<file path="src/rtl/stream_pkt_gen_pkg.sv">
// Shared types and constants for the AXI-Stream packet generator and its
// payload word generator.
package stream_pkt_gen_pkg;

  typedef enum logic [1:0] {IDLE, SEND, GAP, FIN} pktgen_state_e;

  localparam logic [31:0] LFSR_TAPS        = 32'h8020_0003;
  localparam logic        PKTGEN_MODE_INC  = 1'b0;
  localparam logic        PKTGEN_MODE_LFSR = 1'b1;

endpackage

</file>
<file path="src/rtl/axi_stream_if.sv">
// Minimal AXI-Stream bundle: data, valid, last forward; ready backward.
interface axi_stream_if #(
  parameter int DATA_W = 32
);
  logic [DATA_W-1:0] tdata;
  logic              tvalid;
  logic              tlast;
  logic              tready;

  modport master (output tdata, output tvalid, output tlast, input tready);
  modport slave  (input tdata, input tvalid, input tlast, output tready);
endinterface

</file>
<file path="src/rtl/stream_word_gen.sv">
// Payload word register: loads the seed on start and steps to the next
// incrementing or LFSR word on each accepted beat.
module stream_word_gen
  import stream_pkt_gen_pkg::*;
#(
  parameter int DATA_W = 32
) (
  input  logic              clk,
  input  logic              reset_n,
  input  logic              load,
  input  logic              mode,
  input  logic [DATA_W-1:0] seed,
  input  logic              advance,
  output logic [DATA_W-1:0] data
);

  localparam logic [DATA_W-1:0] TAPS = DATA_W'(LFSR_TAPS);
  localparam logic [DATA_W-1:0] ONE  = DATA_W'(1);

  logic mode_q;

  always_ff @(posedge clk) begin
    if (!reset_n) begin
      data   <= '0;
      mode_q <= PKTGEN_MODE_INC;
    end else if (load) begin
      mode_q <= mode;
      // An all-zero LFSR state never advances, so it is replaced by 1.
      data   <= (mode == PKTGEN_MODE_LFSR && seed == '0) ? ONE : seed;
    end else if (advance) begin
      if (mode_q == PKTGEN_MODE_LFSR)
        data <= (data >> 1) ^ (data[0] ? TAPS : '0);
      else
        data <= data + ONE;
    end
  end

endmodule

</file>
<file path="src/rtl/stream_pkt_gen.sv">
// AXI-Stream packet source: emits num_pkts packets of pkt_len beats with a
// programmable idle gap, honouring tready backpressure.
module stream_pkt_gen
  import stream_pkt_gen_pkg::*;
#(
  parameter int DATA_W     = 32,
  parameter int LEN_W      = 16,
  parameter int CNT_W      = 16,
  parameter int IFG_CYCLES = 2
) (
  input  logic              clk,
  input  logic              reset_n,
  input  logic              start,
  input  logic [LEN_W-1:0]  pkt_len,
  input  logic [CNT_W-1:0]  num_pkts,
  input  logic              mode,
  input  logic [DATA_W-1:0] seed,
  output logic              busy,
  output logic              done,
  output logic [CNT_W-1:0]  pkt_count,
  axi_stream_if.master      m_axis
);

  localparam int                GAP_W    = (IFG_CYCLES > 1) ? $clog2(IFG_CYCLES) : 1;
  localparam logic [GAP_W-1:0]  GAP_LAST = GAP_W'((IFG_CYCLES > 0) ? IFG_CYCLES - 1 : 0);
  localparam logic [CNT_W-1:0]  CNT_MAX  = '1;

  pktgen_state_e     state;
  logic [LEN_W-1:0]  last_idx;
  logic [LEN_W-1:0]  beat_cnt;
  logic [CNT_W-1:0]  num_q;
  logic [GAP_W-1:0]  gap_cnt;
  logic              tvalid_q;
  logic              tlast_q;
  logic [DATA_W-1:0] word;
  logic              handshake;
  logic              accept;

  assign handshake = tvalid_q & m_axis.tready;
  assign accept    = start && (state == IDLE);

  assign m_axis.tdata  = word;
  assign m_axis.tvalid = tvalid_q;
  assign m_axis.tlast  = tlast_q;

  stream_word_gen #(.DATA_W(DATA_W)) u_word_gen (
    .clk     (clk),
    .reset_n (reset_n),
    .load    (accept),
    .mode    (mode),
    .seed    (seed),
    .advance (handshake),
    .data    (word)
  );

  // NOTE: all state here is sequential and uses non-blocking assignments, so
  // every branch below reads the pre-edge values of the other registers.
  always_ff @(posedge clk) begin
    if (!reset_n) begin
      state     <= IDLE;
      busy      <= 1'b0;
      done      <= 1'b0;
      tvalid_q  <= 1'b0;
      tlast_q   <= 1'b0;
      pkt_count <= '0;
      beat_cnt  <= '0;
      gap_cnt   <= '0;
      last_idx  <= '0;
      num_q     <= '0;
    end else begin
      done <= 1'b0;
      case (state)
        IDLE: begin
          if (start) begin
            // Length 0 behaves as a single-beat packet.
            last_idx  <= (pkt_len == '0) ? '0 : pkt_len - LEN_W'(1);
            num_q     <= num_pkts;
            pkt_count <= '0;
            beat_cnt  <= '0;
            if (num_pkts == '0) begin
              state <= FIN;
              done  <= 1'b1;
            end else begin
              state    <= SEND;
              busy     <= 1'b1;
              tvalid_q <= 1'b1;
              tlast_q  <= (pkt_len <= LEN_W'(1));
            end
          end
        end

        SEND: begin
          if (handshake) begin
            if (tlast_q) begin
              if (pkt_count != CNT_MAX) pkt_count <= pkt_count + CNT_W'(1);
              beat_cnt <= '0;
              if (pkt_count < num_q - CNT_W'(1)) begin
                if (IFG_CYCLES > 0) begin
                  state    <= GAP;
                  tvalid_q <= 1'b0;
                  tlast_q  <= 1'b0;
                  gap_cnt  <= '0;
                end else begin
                  tlast_q <= (last_idx == '0);
                end
              end else begin
                state    <= FIN;
                tvalid_q <= 1'b0;
                tlast_q  <= 1'b0;
                busy     <= 1'b0;
                done     <= 1'b1;
              end
            end else begin
              beat_cnt <= beat_cnt + LEN_W'(1);
              tlast_q  <= (beat_cnt + LEN_W'(1) == last_idx);
            end
          end
        end

        GAP: begin
          if (gap_cnt == GAP_LAST) begin
            state    <= SEND;
            tvalid_q <= 1'b1;
            tlast_q  <= (last_idx == '0);
          end else begin
            gap_cnt <= gap_cnt + GAP_W'(1);
          end
        end

        FIN: state <= IDLE;

        default: state <= IDLE;
      endcase
    end
  end

endmodule
</file>
<file path="src/flat_wrapper.sv">
// flat-port wrapper written by rule: the top's interface ports become plain ports
module stream_pkt_gen_flat import stream_pkt_gen_pkg::*;
#(
  parameter int DATA_W     = 32,
  parameter int LEN_W      = 16,
  parameter int CNT_W      = 16,
  parameter int IFG_CYCLES = 2
)
  (clk, reset_n, start, pkt_len, num_pkts, mode, seed, busy, done, pkt_count, m_axis_tdata, m_axis_tvalid, m_axis_tlast, m_axis_tready);
  axi_stream_if #(.DATA_W(DATA_W)) m_axis_i ();
  input  logic clk;
  input  logic reset_n;
  input  logic start;
  input  logic [LEN_W-1:0] pkt_len;
  input  logic [CNT_W-1:0] num_pkts;
  input  logic mode;
  input  logic [DATA_W-1:0] seed;
  output logic busy;
  output logic done;
  output logic [CNT_W-1:0] pkt_count;
  output wire logic [$bits(m_axis_i.tdata)-1:0] m_axis_tdata;
  output wire logic [$bits(m_axis_i.tvalid)-1:0] m_axis_tvalid;
  output wire logic [$bits(m_axis_i.tlast)-1:0] m_axis_tlast;
  input wire logic [$bits(m_axis_i.tready)-1:0] m_axis_tready;
  assign m_axis_tdata = m_axis_i.tdata;
  assign m_axis_tvalid = m_axis_i.tvalid;
  assign m_axis_tlast = m_axis_i.tlast;
  assign m_axis_i.tready = m_axis_tready;
  stream_pkt_gen #(.DATA_W(DATA_W), .LEN_W(LEN_W), .CNT_W(CNT_W), .IFG_CYCLES(IFG_CYCLES)) u_core (.clk(clk), .reset_n(reset_n), .start(start), .pkt_len(pkt_len), .num_pkts(num_pkts), .mode(mode), .seed(seed), .busy(busy), .done(done), .pkt_count(pkt_count), .m_axis(m_axis_i));
endmodule
</file>
<file path="config.mk">
export PLATFORM = sky130hd
export DESIGN_NAME = stream_pkt_gen_flat
export DESIGN_NICKNAME = d
export VERILOG_FILES = /design/src/rtl/stream_pkt_gen_pkg.sv /design/src/rtl/axi_stream_if.sv /design/src/rtl/stream_word_gen.sv /design/src/rtl/stream_pkt_gen.sv /design/src/flat_wrapper.sv
export SDC_FILE = /design/constraint.sdc
export NUM_CORES = 1
export LEC_CHECK = 0
export ABC_CLOCK_PERIOD_IN_PS = 3900
export CAP_MARGIN = 20
export CORE_AREA = 3 3 137 139
export CTS_BUF_LIST = sky130_fd_sc_hd__clkbuf_4
export CTS_CLUSTER_DIAMETER = 150
export DETAILED_ROUTE_END_ITERATION = 10
export DIE_AREA = 0 0 140 142
export GPL_ROUTABILITY_DRIVEN = 1
export HOLD_SLACK_MARGIN = 0.15
export SLEW_MARGIN = 15
export SYNTH_ARGS = -nofsm -noshare
export SYNTH_HDL_FRONTEND = slang
export SYNTH_SLANG_ARGS = --single-unit
export TNS_END_PERCENT = 100
</file>
<file path="constraint.sdc">
create_clock -name clk -period 3.9 [get_ports clk]
set_input_delay 1.17 -clock clk [delete_from_list [all_inputs] [get_ports clk]]
set_output_delay 1.17 -clock clk [all_outputs]
set_load 0.03 [all_outputs]
</file>
==> key figures <==
Final layout
  – Layout cells sized above 1: 0.0497
  – Area grow syn2layout: 22.1%
  – Fillers: 1,783
  – Final Cell Area: ~0.0085 sq mm
  – Sequential cell area: 0.00208 sq mm
  – Multi-input gate area: 0.00462 sq mm
  – Final std cells w/o fill: 1,257
  – Nets: 1,118

Synth
  – EDFF count, synth: 0
  – Post-Syn Area per Cell: around 7.5 sq um
  – Netlist Area Pre-Place: between 0.006 and 0.007 sq mm
  – Synth area leaders: dfxtp_1 30%, nand2_1 6.0%, a21oi_1 5.7%
  – Share of the synthesized area in the top cell type: 0.298
  – Async set-or-reset flop fraction in the synthesized netlist: 0
  – Syn Nets: between 1,000 and 1,500
  – Area leader, netlist: dfxtp_1
  – Post-synthesis sequential area ratio: 0.298
  – Yosys warning count: 0
  – Cell count after synthesis: 929
  – Post-synth cell types: 72
  – Ys flop type: dfxtp_1
  – Seq cells post-synth: 104

Power
  – Pwr Density: 504 mW/mm^2
  – VDD IR max: 0.000314 V
  – Sequential Power Share: 0.367
  – Sw Ratio: 0.451
  – Internal power: 2370 uW
  – Clock power frac: 0.146
  – Sw power: 1940 uW
  – P_leak: 0.00306 uW
  – Logic pwr share: 0.488

GRT
  – Vias in the first global route: 6,711
  – Total Routing Usage GR: 0.223
  – Antenna violations before repair: 1
  – Largest net degree at the start of global routing: 37
  – Remaining Overflow, GRT: 0
  – Global-route wire length before repair: 36,300 um

Placed design
  – Placer congestion estimate: 0.877
  – Post-DP HPWL: 16,300 um
  – IO buf count: 120
  – DP Worst Slack: between 0.4 and 0.5 ns
  – Inst Count DP: 1,240
  – Post-Place Cell Area: around 0.0084 sq mm

Critical path
  – Worst Setup SP: u_core.num_q[0]$_SDFFE_PN0P_
  – Reg2Reg Launch Point: u_core.num_q[0]$_SDFFE_PN0P_
  – Worst endpoint required time: 4.27 ns
  – Crit end category: flop
  – Setup CP Type: flop to flop
  – CP arrival: 3.59 ns
  – CP startpoint kind: flop
  – Critical path fanouts, max: 5

Routing
  – Average routed wire per standard cell: 17.7 um
  – Drt drc: 0
  – Antenna viol nets, final: 0
  – Routed wire length: 22,200 um
  – Via Count: ~7,300
  – Initial DRC Count: between 500 and 600
  – DRT Pass-1 Iters: 5
  – Routed vias/inst: 5.80

STA
  – Worst relative slew slack: 0.252
  – Final Hold Vio Count: 0
  – Setup repair after global routing missed its margin: no
  – Final hold slack: 0.494 ns
  – Worst slew pin tran: 1.11 ns
  – Setup Skew: around 0.018 ns
  – Total Neg Setup Slack: 0 ns
  – Final Max Slew Viols: 0
  – Final Setup Violations: 0
  – F_max: a little over 300 MHz
  – Final period util: 0.827
  – Final WS setup: 0.673 ns
  – Minimum clock period: 3.23 ns

CTS
  – CTS buffer count: 9
  – Clk pin slew, worst setup/hold paths: 0.16 ns
  – CTS tree: done
  – Post-CTS Setup Bufs: 0
  – CTS Sinks: 104
  – Clock Tree Buf Depth: 2
  – Root Driver: clkbuf_4
  – CTS H-tree lvls: 3
  – Worst skew pair latency: 0.47 ns
  – Cts repair resizes: 0
  – Hold buffer count at cts: 0

Die
  – Die Y: 142 um
  – Die area: 0.0199 sq mm
  – Row cnt: 49
  – Core Region: 0.0178 sq mm
  – Starting Density: 0.393
  – Die X: 140 um
  – # IOs: roughly 120

Job
  – Max-cap violations: 0

Outcome
  – Status: complete, no violations

Worst hold path
  – Min-Delay Startpoint: u_core.num_q[15]$_SDFFE_PN0P_
  – Worst min path class: flop to flop
## power by group through the flow
stage / sequential [uW] / combinational (uW) / clock [uW]
3_5_place_dp: 1600 / 2090 / 0
4_1_cts: 1570 / 2100 / 654
5_1_grt: 1620 / 2320 / 693
6_report: 1580 / 2100 / 628
3_3_place_gp: 1600 / 2090 / 0
2_1_floorplan: 1710 / 1220 / 0
## registers in the layout, indices dropped and copies added, names as in the netlist
register                  cells
u_core.gap_cnt                1
u_core.state                  2
u_core.num_q                 16
u_core.m_axis.tlast           1
u_core.pkt_count             16
u_core.beat_cnt              16
u_core.busy                   1
u_core.m_axis.tvalid          1
u_core.done                   1
u_core.u_word_gen.data       32
u_core.u_word_gen.mode_q      1
u_core.last_idx              16
## layout make-up
class	count	share of cell area
well taps	229	0.0335
flip-flops and latches	104	0.244
multi-input cells	752	0.541
diodes	1	0.000293
inverters	19	0.00835
clock buffers	9	0.00791
repair buffers	136	0.155
clock inverters	7	0.0101
## layer usage
| metal | track usage | wire, um | vias up |
|---|---|---|---|
| met5 | 0 | 0 | - |
| met4 | 0.0699 | 406 | 0 |
| met3 | 0.0272 | 1100 | 29 |
| met2 | 0.355 | 10300 | 233 |
| met1 | 0.316 | 10400 | 3440 |
| li1 | - | - | 3594 |
## path summary, 6_finish.rpt
check,to,slack (ns),cells after the start
setup reg to reg,u_core.state[0]$_SDFFE_PN0P_,0.67,14
hold / removal,u_core.num_q[15]$_SDFFE_PN0P_,0.49,2
hold reg to reg,u_core.num_q[15]$_SDFFE_PN0P_,0.49,2
setup / recovery,u_core.state[0]$_SDFFE_PN0P_,0.67,14
## synthesized netlist by cell type, drive strengths merged, types with 4 or more instances
library cell	instances
nand2	111
dfxtp	104
nor2	97
a21oi	80
o21ai	62
nand3	41
clkbuf	38
xnor2	38
nor4	33
nor3	28
xor2	28
ha	27
inv	19
nand4	18
a22oi	17
buf	16
and4	15
or3	15
and3	12
a221oi	11
o21a	10
a211oi	9
a31oi	8
mux2i	7
nand2b	7
a21o	6
o22ai	6
a211o	5
nand3b	5
o211a	5
o31ai	4
o41ai	4
## kinds of logic (layout without fill, tap and decap cells)
group           count (synthesis)  after routing  share of synthesized area
xor+xnor                       66             66                     0.0826
flops                         104            104                      0.298
mux                             8              8                     0.0116
other cells                     0              1                          0
simple gates                  397            397                      0.285
buf+inv                        73            171                     0.0420
fa+ha+maj                      27             27                     0.0483
compound gates                254            254                      0.233
## critical path: stages, from the launching register on
cell      delay (ns)
dfxtp_1         0.37
inv_1           0.08
ha_1            0.19
nand2_1         0.09
nor3_1          0.34
nand2b_1        0.12
nor4_1          0.25
xnor2_1         0.13
ha_1            0.31
nand2_1         0.05
o21ai_0         0.19
a31oi_1         0.13
o21ai_0         0.40
o21ai_0         0.17
a221oi_1        0.31
## stage by stage
stage                util  total power, uW
floorplan               -             2930
global placement    0.471             3690
detailed placement  0.471             3690
CTS                 0.480             4330
global route        0.480             4630
finish              0.480             4310
## placed cells by master (no fill, tap or decap), types with 4 or more instances in the layout
cell / Yosys / final
buf_4: 2 / 16
ha_1: 27 / 27
a211o_1: 5 / 5
nand3b_1: 5 / 5
clkdlybuf4s50_1: 0 / 120
dfxtp_1: 104 / 104
a211oi_1: 9 / 9
nor2_1: 97 / 97
xnor2_1: 38 / 38
nand2b_1: 7 / 7
clkbuf_4: 0 / 9
o211a_1: 5 / 5
inv_1: 18 / 18
and3_1: 12 / 12
xor2_1: 28 / 28
nand4_1: 16 / 16
o22ai_1: 6 / 6
nand3_1: 39 / 39
a21o_1: 6 / 6
and4_1: 14 / 14
a221oi_1: 11 / 11
nand2_1: 111 / 110
nor3_1: 26 / 26
o31ai_1: 4 / 4
a31oi_1: 8 / 8
o21a_1: 10 / 10
mux2i_1: 7 / 7
o21ai_0: 62 / 62
nor4_1: 31 / 31
a21oi_1: 80 / 79
a22oi_1: 17 / 17
or3_1: 15 / 15
Power figures use the tool's default switching activity.
